**config.mk**
```make
export PLATFORM = sky130hd
export DESIGN_NAME = pipelined_barrel_shifter
export DESIGN_NICKNAME = d
export VERILOG_FILES = /design/src/rtl/shifter_pkg.sv /design/src/rtl/shift_level.sv /design/src/rtl/pipelined_barrel_shifter.sv
export SDC_FILE = /design/constraint.sdc
export NUM_CORES = 1
export LEC_CHECK = 0
export CORE_ASPECT_RATIO = 0.5
export CORE_MARGIN = 3
export CORE_UTILIZATION = 53
export CTS_BUF_LIST = sky130_fd_sc_hd__clkbuf_4
export CTS_CLUSTER_SIZE = 14
export DETAILED_ROUTE_END_ITERATION = 16
export PLACE_DENSITY = 0.8
export SLEW_MARGIN = 0
export SYNTH_ARGS = -nofsm -noshare
export SYNTH_HDL_FRONTEND = slang
export SYNTH_HIERARCHICAL = 1
export SYNTH_SLANG_ARGS = --single-unit
```
**constraint.sdc**
```tcl
create_clock -name clk -period 2 [get_ports clk]
set_input_delay 0.4 -clock clk [delete_from_list [all_inputs] [get_ports clk]]
set_output_delay 0.4 -clock clk [all_outputs]
set_load 0.005 [all_outputs]
```
**src/rtl/shifter_pkg.sv**
```systemverilog
// Shared shift-mode encodings and helpers that map log-shifter levels onto pipeline stages.
package shifter_pkg;

  localparam logic [1:0] MODE_LSL = 2'b00;
  localparam logic [1:0] MODE_LSR = 2'b01;
  localparam logic [1:0] MODE_ASR = 2'b10;
  localparam logic [1:0] MODE_ROR = 2'b11;

  function automatic int levels_per_stage(input int shift_bits, input int stages);
    return (shift_bits + stages - 1) / stages;
  endfunction

  function automatic int stage_first_level(input int s, input int shift_bits, input int stages);
    int f;
    f = s * levels_per_stage(shift_bits, stages);
    return (f > shift_bits) ? shift_bits : f;
  endfunction

  // Last stage absorbs the remainder; a stage may end up with no levels and just register.
  function automatic int stage_level_count(input int s, input int shift_bits, input int stages);
    int f;
    int n;
    f = stage_first_level(s, shift_bits, stages);
    n = (s == stages - 1) ? (shift_bits - f) : levels_per_stage(shift_bits, stages);
    if (n > shift_bits - f) n = shift_bits - f;
    return n;
  endfunction

endpackage

```
**src/rtl/shift_level.sv**
```systemverilog
// One conditional 2^K shift level for LSL/LSR/ASR/ROR plus the sticky bits it discards.
// Combinational, zero latency, no flow control.
module shift_level
  import shifter_pkg::*;
#(
  parameter int WIDTH = 16,
  parameter int K     = 0
) (
  input  logic [WIDTH-1:0] dat,
  input  logic [1:0]       mode,
  input  logic             sign,
  input  logic             en,
  output logic [WIDTH-1:0] dat_out,
  output logic             sticky
);

  localparam int S = (K >= 30) ? (1 << 30) : (1 << K);
  localparam int R = S % WIDTH;

  logic [WIDTH-1:0] lsl;
  logic [WIDTH-1:0] lsr;
  logic [WIDTH-1:0] asr;
  logic [WIDTH-1:0] ror;
  logic [WIDTH-1:0] lo_mask;
  logic [WIDTH-1:0] hi_mask;

  // Per-bit wiring; shifts of S >= WIDTH fall out naturally as full fill.
  for (genvar i = 0; i < WIDTH; i++) begin : g_bit
    if (i >= S) begin : g_lsl_keep
      assign lsl[i]     = dat[i-S];
      assign lo_mask[i] = 1'b0;
    end else begin : g_lsl_fill
      assign lsl[i]     = 1'b0;
      assign lo_mask[i] = 1'b1;
    end
    if (i + S < WIDTH) begin : g_rsh_keep
      assign lsr[i]     = dat[i+S];
      assign asr[i]     = dat[i+S];
      assign hi_mask[i] = 1'b0;
    end else begin : g_rsh_fill
      assign lsr[i]     = 1'b0;
      assign asr[i]     = sign;
      assign hi_mask[i] = 1'b1;
    end
    assign ror[i] = dat[(i + R) % WIDTH];
  end

  always_comb begin
    dat_out = dat;
    sticky  = 1'b0;
    if (en) begin
      case (mode)
        MODE_LSL: begin
          dat_out = lsl;
          sticky  = |(dat & hi_mask);
        end
        MODE_LSR: begin
          dat_out = lsr;
          sticky  = |(dat & lo_mask);
        end
        MODE_ASR: begin
          dat_out = asr;
          sticky  = |(dat & lo_mask);
        end
        default: begin
          dat_out = ror;
          sticky  = 1'b0;
        end
      endcase
    end
  end

endmodule

```
**src/rtl/pipelined_barrel_shifter.sv**
```systemverilog
// Pipelined log barrel shifter (LSL/LSR/ASR/ROR) with sticky output; latency STAGES cycles.
// Global stall: every stage holds while out_valid && !out_ready, in_ready = !out_valid || out_ready.
module pipelined_barrel_shifter
  import shifter_pkg::*;
#(
  parameter int WIDTH      = 16,
  parameter int SHIFT_BITS = 5,
  parameter int STAGES     = 2
) (
  input  logic                  clk,
  input  logic                  rst,
  input  logic                  in_valid,
  output logic                  in_ready,
  input  logic [WIDTH-1:0]      data_in,
  input  logic [SHIFT_BITS-1:0] shift_amount,
  input  logic [1:0]            mode,
  output logic                  out_valid,
  input  logic                  out_ready,
  output logic [WIDTH-1:0]      data_out,
  output logic                  sticky
);

  logic                                  advance;
  logic [SHIFT_BITS-1:0]                 amt_in;
  logic [STAGES-1:0]                     vld_q, nxt_vld;
  logic [STAGES-1:0]                     stk_q, nxt_stk;
  logic [STAGES-1:0]                     sgn_q, nxt_sgn;
  logic [STAGES-1:0][WIDTH-1:0]          dat_q, nxt_dat;
  logic [STAGES-1:0][1:0]                mode_q, nxt_mode;
  logic [STAGES-1:0][SHIFT_BITS-1:0]     amt_q, nxt_amt;
  logic                                  unused_side;

  assign out_valid = vld_q[STAGES-1];
  assign data_out  = dat_q[STAGES-1];
  assign sticky    = stk_q[STAGES-1];
  assign advance   = !out_valid || out_ready;
  assign in_ready  = advance;

  // Rotates wrap modulo WIDTH up front so non-power-of-two widths still rotate correctly.
  always_comb begin
    amt_in = shift_amount;
    if (mode == MODE_ROR) amt_in = SHIFT_BITS'(32'(shift_amount) % 32'(WIDTH));
  end

  for (genvar s = 0; s < STAGES; s++) begin : g_stage
    localparam int FIRST = stage_first_level(s, SHIFT_BITS, STAGES);
    localparam int CNT   = stage_level_count(s, SHIFT_BITS, STAGES);

    logic                  s_vld;
    logic [WIDTH-1:0]      s_dat;
    logic [1:0]            s_mode;
    logic                  s_sign;
    logic                  s_stk;
    logic [SHIFT_BITS-1:0] s_amt;
    logic [CNT:0][WIDTH-1:0] chain;
    logic [CNT:0]            lvl_stk;

    if (s == 0) begin : g_head
      assign s_vld  = in_valid;
      assign s_dat  = data_in;
      assign s_mode = mode;
      assign s_sign = data_in[WIDTH-1];
      assign s_stk  = 1'b0;
      assign s_amt  = amt_in;
    end else begin : g_body
      assign s_vld  = vld_q[s-1];
      assign s_dat  = dat_q[s-1];
      assign s_mode = mode_q[s-1];
      assign s_sign = sgn_q[s-1];
      assign s_stk  = stk_q[s-1];
      assign s_amt  = amt_q[s-1];
    end

    assign chain[0]     = s_dat;
    assign lvl_stk[CNT] = 1'b0;

    for (genvar j = 0; j < CNT; j++) begin : g_lvl
      shift_level #(
        .WIDTH (WIDTH),
        .K     (FIRST + j)
      ) u_lvl (
        .dat     (chain[j]),
        .mode    (s_mode),
        .sign    (s_sign),
        .en      (s_amt[FIRST+j]),
        .dat_out (chain[j+1]),
        .sticky  (lvl_stk[j])
      );
    end

    assign nxt_vld[s]  = s_vld;
    assign nxt_dat[s]  = chain[CNT];
    assign nxt_stk[s]  = s_stk | (|lvl_stk);
    assign nxt_mode[s] = s_mode;
    assign nxt_sgn[s]  = s_sign;
    assign nxt_amt[s]  = s_amt;
  end

  // Bubbles advance too, so a consumed output is refilled in the same cycle.
  always_ff @(posedge clk or posedge rst) begin
    if (rst) begin
      vld_q  <= '0;
      dat_q  <= '0;
      stk_q  <= '0;
      mode_q <= '0;
      sgn_q  <= '0;
      amt_q  <= '0;
    end else if (advance) begin
      vld_q  <= nxt_vld;
      dat_q  <= nxt_dat;
      stk_q  <= nxt_stk;
      mode_q <= nxt_mode;
      sgn_q  <= nxt_sgn;
      amt_q  <= nxt_amt;
    end
  end

  // Sideband of the final stage and already-consumed amount bits have no reader.
  assign unused_side = ^{amt_q, mode_q[STAGES-1], sgn_q[STAGES-1]};

endmodule

```
==> results of run 1 <==
-- repair_timing --
action / 4_1_cts / 5_1_grt
pin swaps: 42 / 21
setup buffers: 14 / 8
hold buffers: 0 / 0
setup endpoints to repair: 18 / 18
hold endpoints to repair: 0 / 0
gates cloned: 1 / 0
resized for setup: 55 / 25
-- registers in the layout, indices dropped and copies added, names as in the netlist --
| name | count |
|---|---|
| data_out | 16 |
| g_stage.s_dat | 16 |
| sgn_q | 1 |
| stk_q | 2 |
| vld_q | 2 |
| g_stage.s_mode | 2 |
| g_stage.s_amt | 2 |
-- cells by family after synthesis --
family	synth area share (%)
simple gates	21.9
compound gates	20.5
flops	27.9
fa+ha+maj	5.45
mux	15.3
buf+inv	8.90
-- worst min-delay path, delay by kind of cell --
kind | cells | cell delay (ns)
buffers and inverters | 3 | 0.88
-- layout make-up --
| type | count | share of cell area, % |
|---|---|---|
| Clock buffer | 6 | 0.880 |
| Clock inverter | 2 | 0.195 |
| Inverter | 18 | 1.66 |
| Multi-Input combinational cell | 296 | 51.5 |
| Sequential cell | 41 | 20.0 |
| Tap cell | 88 | 2.15 |
| Timing Repair Buffer | 139 | 23.6 |
-- synth_stat cells, drive strengths merged (9+ instances only) --
cell type,number
nand2,54
a221o,22
inv,18
ha,16
mux2,38
buf,26
o31ai,13
nand3b,17
a22o,9
a31oi,13
nor2,24
nor2b,16
a21oi,16
dfrtp,41
-- per-layer routing --
layer  part of all wire (%)  wire length [um]  up-vias
met5                      0                 0        -
met4                    2.5               278        0
met3                    7.3               798       28
met2                     47              5170      185
met1                     43              4690     1718
li1                       -                 -     1640
-- report_power, final --
part           total [mW]  internal (mW)  switching (mW)
logic                1.79           1.04           0.750
clock network       0.417          0.147           0.270
registers            1.20           1.01           0.186
total                3.41           2.20            1.21
-- worst min-delay path by stage --
stage | from | end | slack [ns] | depth (start not counted)
after global routing | mode[0] | g_stage[1].s_mode[0] | 0.46 | 3
after global placement | vld_q[0] | vld_q[1] | 0.45 | 1
after CTS | mode[0] | g_stage[1].s_mode[0] | 0.44 | 3
after floorplan | vld_q[0] | vld_q[1] | 0.43 | 1
final | rst | data_out[4] | 0.46 | 3
after detailed placement | data_out[0] | data_out[0] | 0.50 | 1
==> results.yml, run 1 <==
outcome:
  run_status: "finished with violations"
  violations: "negative setup slack"
setup_path:
  critical_path.top_delay_family: "compound AO/OA/AOI/OAI gates"
  endpoint: "stk_q[0]"
  crit_required_ns: 2.25
  cp-startpoint: "mode[1]"
  r2r_cells: 9
  rr_endpoint: "stk_q[1]"
  slowest_stage: "a221o_1"
  r2r_slack_ns: -0.33
  start_kind: "primary input"
  end_kind: "flop"
  crit_arrival_ns: 2.79
  regToRegStartpoint: "g_stage[1].s_mode[0]"
  path_cells: "buf_12, inv_12, ha_4, o31a_1, buf_6, buf_6, a221o_1, o31ai_2, a31oi_1, inv_1, nand4_1, a32o_2, nor3_4, a21oi_1"
  critPathMaxStageDelay_ns: 0.41
  cpMostUsedCell: "buf_6"
  path_depth: 14
  cp_max_fo: 5
  cp_num_buf_inv: 5
  crit_type: "primary input to flop"
power:
  max-vdd-ir-drop_mv: 0.343
  p_leak_nw: 2.40
  power_density_nw_per_um2: 665
  finalPower_mw: 3.41
synth:
  ys_ff_latch: 41
  synth_nets: 425
  yosys_most_used_dff: "dfrtp_1"
  synth_area_leader_cell: "dfrtp_1"
  synth-seq-area-share_pct: 27.9
  synth_edf_count: 0
  yosys.area.top_type_share_pct: 27.9
  yosysWarnings: 6
  syn-instance-count: 382
  netlist_area_sq_um: 3670
  syn_area_per_cell_sq_um: 9.61
  synth_cell_type_count: 52
  synthTopCellsByArea: "dfrtp_1, mux2_4, a221o_1, nand2_1, ha_1"
  async_flop_share_pct: 100
sta:
  finalSetupTns_ns: -6.20
  worst_slew_pin_slew_ns: 0.517
  hold_violations: 0
  finClkSkew_ns: 0.0120
  period_needed_ns: 2.54
  setup_violations: 18
  min_period_over_period_pct: 127
  clock.fmax_mhz: 394
  setup_slack_ns: -0.537
  relSlewSlack_pct: 65.5
  whs_ns: 0.458
  drv_slew: 0
  rsz0062_at_grt: "yes"
routing:
  dr.pass1.iters: 6
  vias: 3571
  drc_errors: 0
  drt_iter0_markers: 335
  ant_nets: 0
  wl_per_cell_um: 18.5
  wl_mm: 10.9
  via_per_inst: 6.05
cells_and_area:
  regArea_sq_um: 1030
  antenna-diode-count: 0
  layout-drive-gt1-share_pct: 41.8
  multi_input_area_sq_um: 2640
  post-route-util_pct: 80.3
  design_area_sq_um: 5120
  final_common_cell: "buf_4"
  nets: 544
  num-fill-cells: 381
  synthToLayoutAreaGrowth_pct: 39.5
  instances_no_fill: 590
  layout_common_cells: "buf_4, nand2_1, clkdlybuf4s50_1, dfrtp_1, mux2_4"
cts:
  cts_tree: "built"
  cts_root_buf: "clkbuf_4"
  ctsHtreeMaxLevel: 2
  clock_latency_ns: 0.37
  cts.sinks: 41
  numCtsBuffers: 5
  path_clk_slew_ns: 0.12
  clock_tree.buffer_depth: 2
place:
  gp_congestion: 0.879
  dp_hpwl_mm: 7.58
  place_ws_ns: -1.57
  placedCellCount: 568
  io_buffers: 45
  place_area_sq_um: 4660
min_path:
  hp-class: "primary input to asynchronous set/reset pin"
global_route:
  met1_usage_pct: 34.1
  gr-usage-met2_pct: 46.9
  grt_antenna_before_repair: 0
  track_usage_pct: 26.9
  grt_pass1_wl_mm: 17.2
  met3_usage_pct: 3.92
  busiest_layer: "met2"
  grt_pass1_vias: 3536
  grt_start_max_net_pins: 42
  gr-total-overflow: 0
flow_run:
  drv_cap: 0
floorplan:
  chipHeight_um: 64.9
  die_w_um: 124
  ioPinCount: 46
  core_area_sq_um: 6380
  initial_core_util_pct: 57.5
  die-area_sq_um: 8020
  rows: 20
(Power assumes the default switching activity.)
==> run 2, diff against run 1 <==
CTS_CLUSTER_SIZE = default   (was 14)
==> results of run 2 <==
The final DEF is identical to that of run 1; final timing and power are the same.
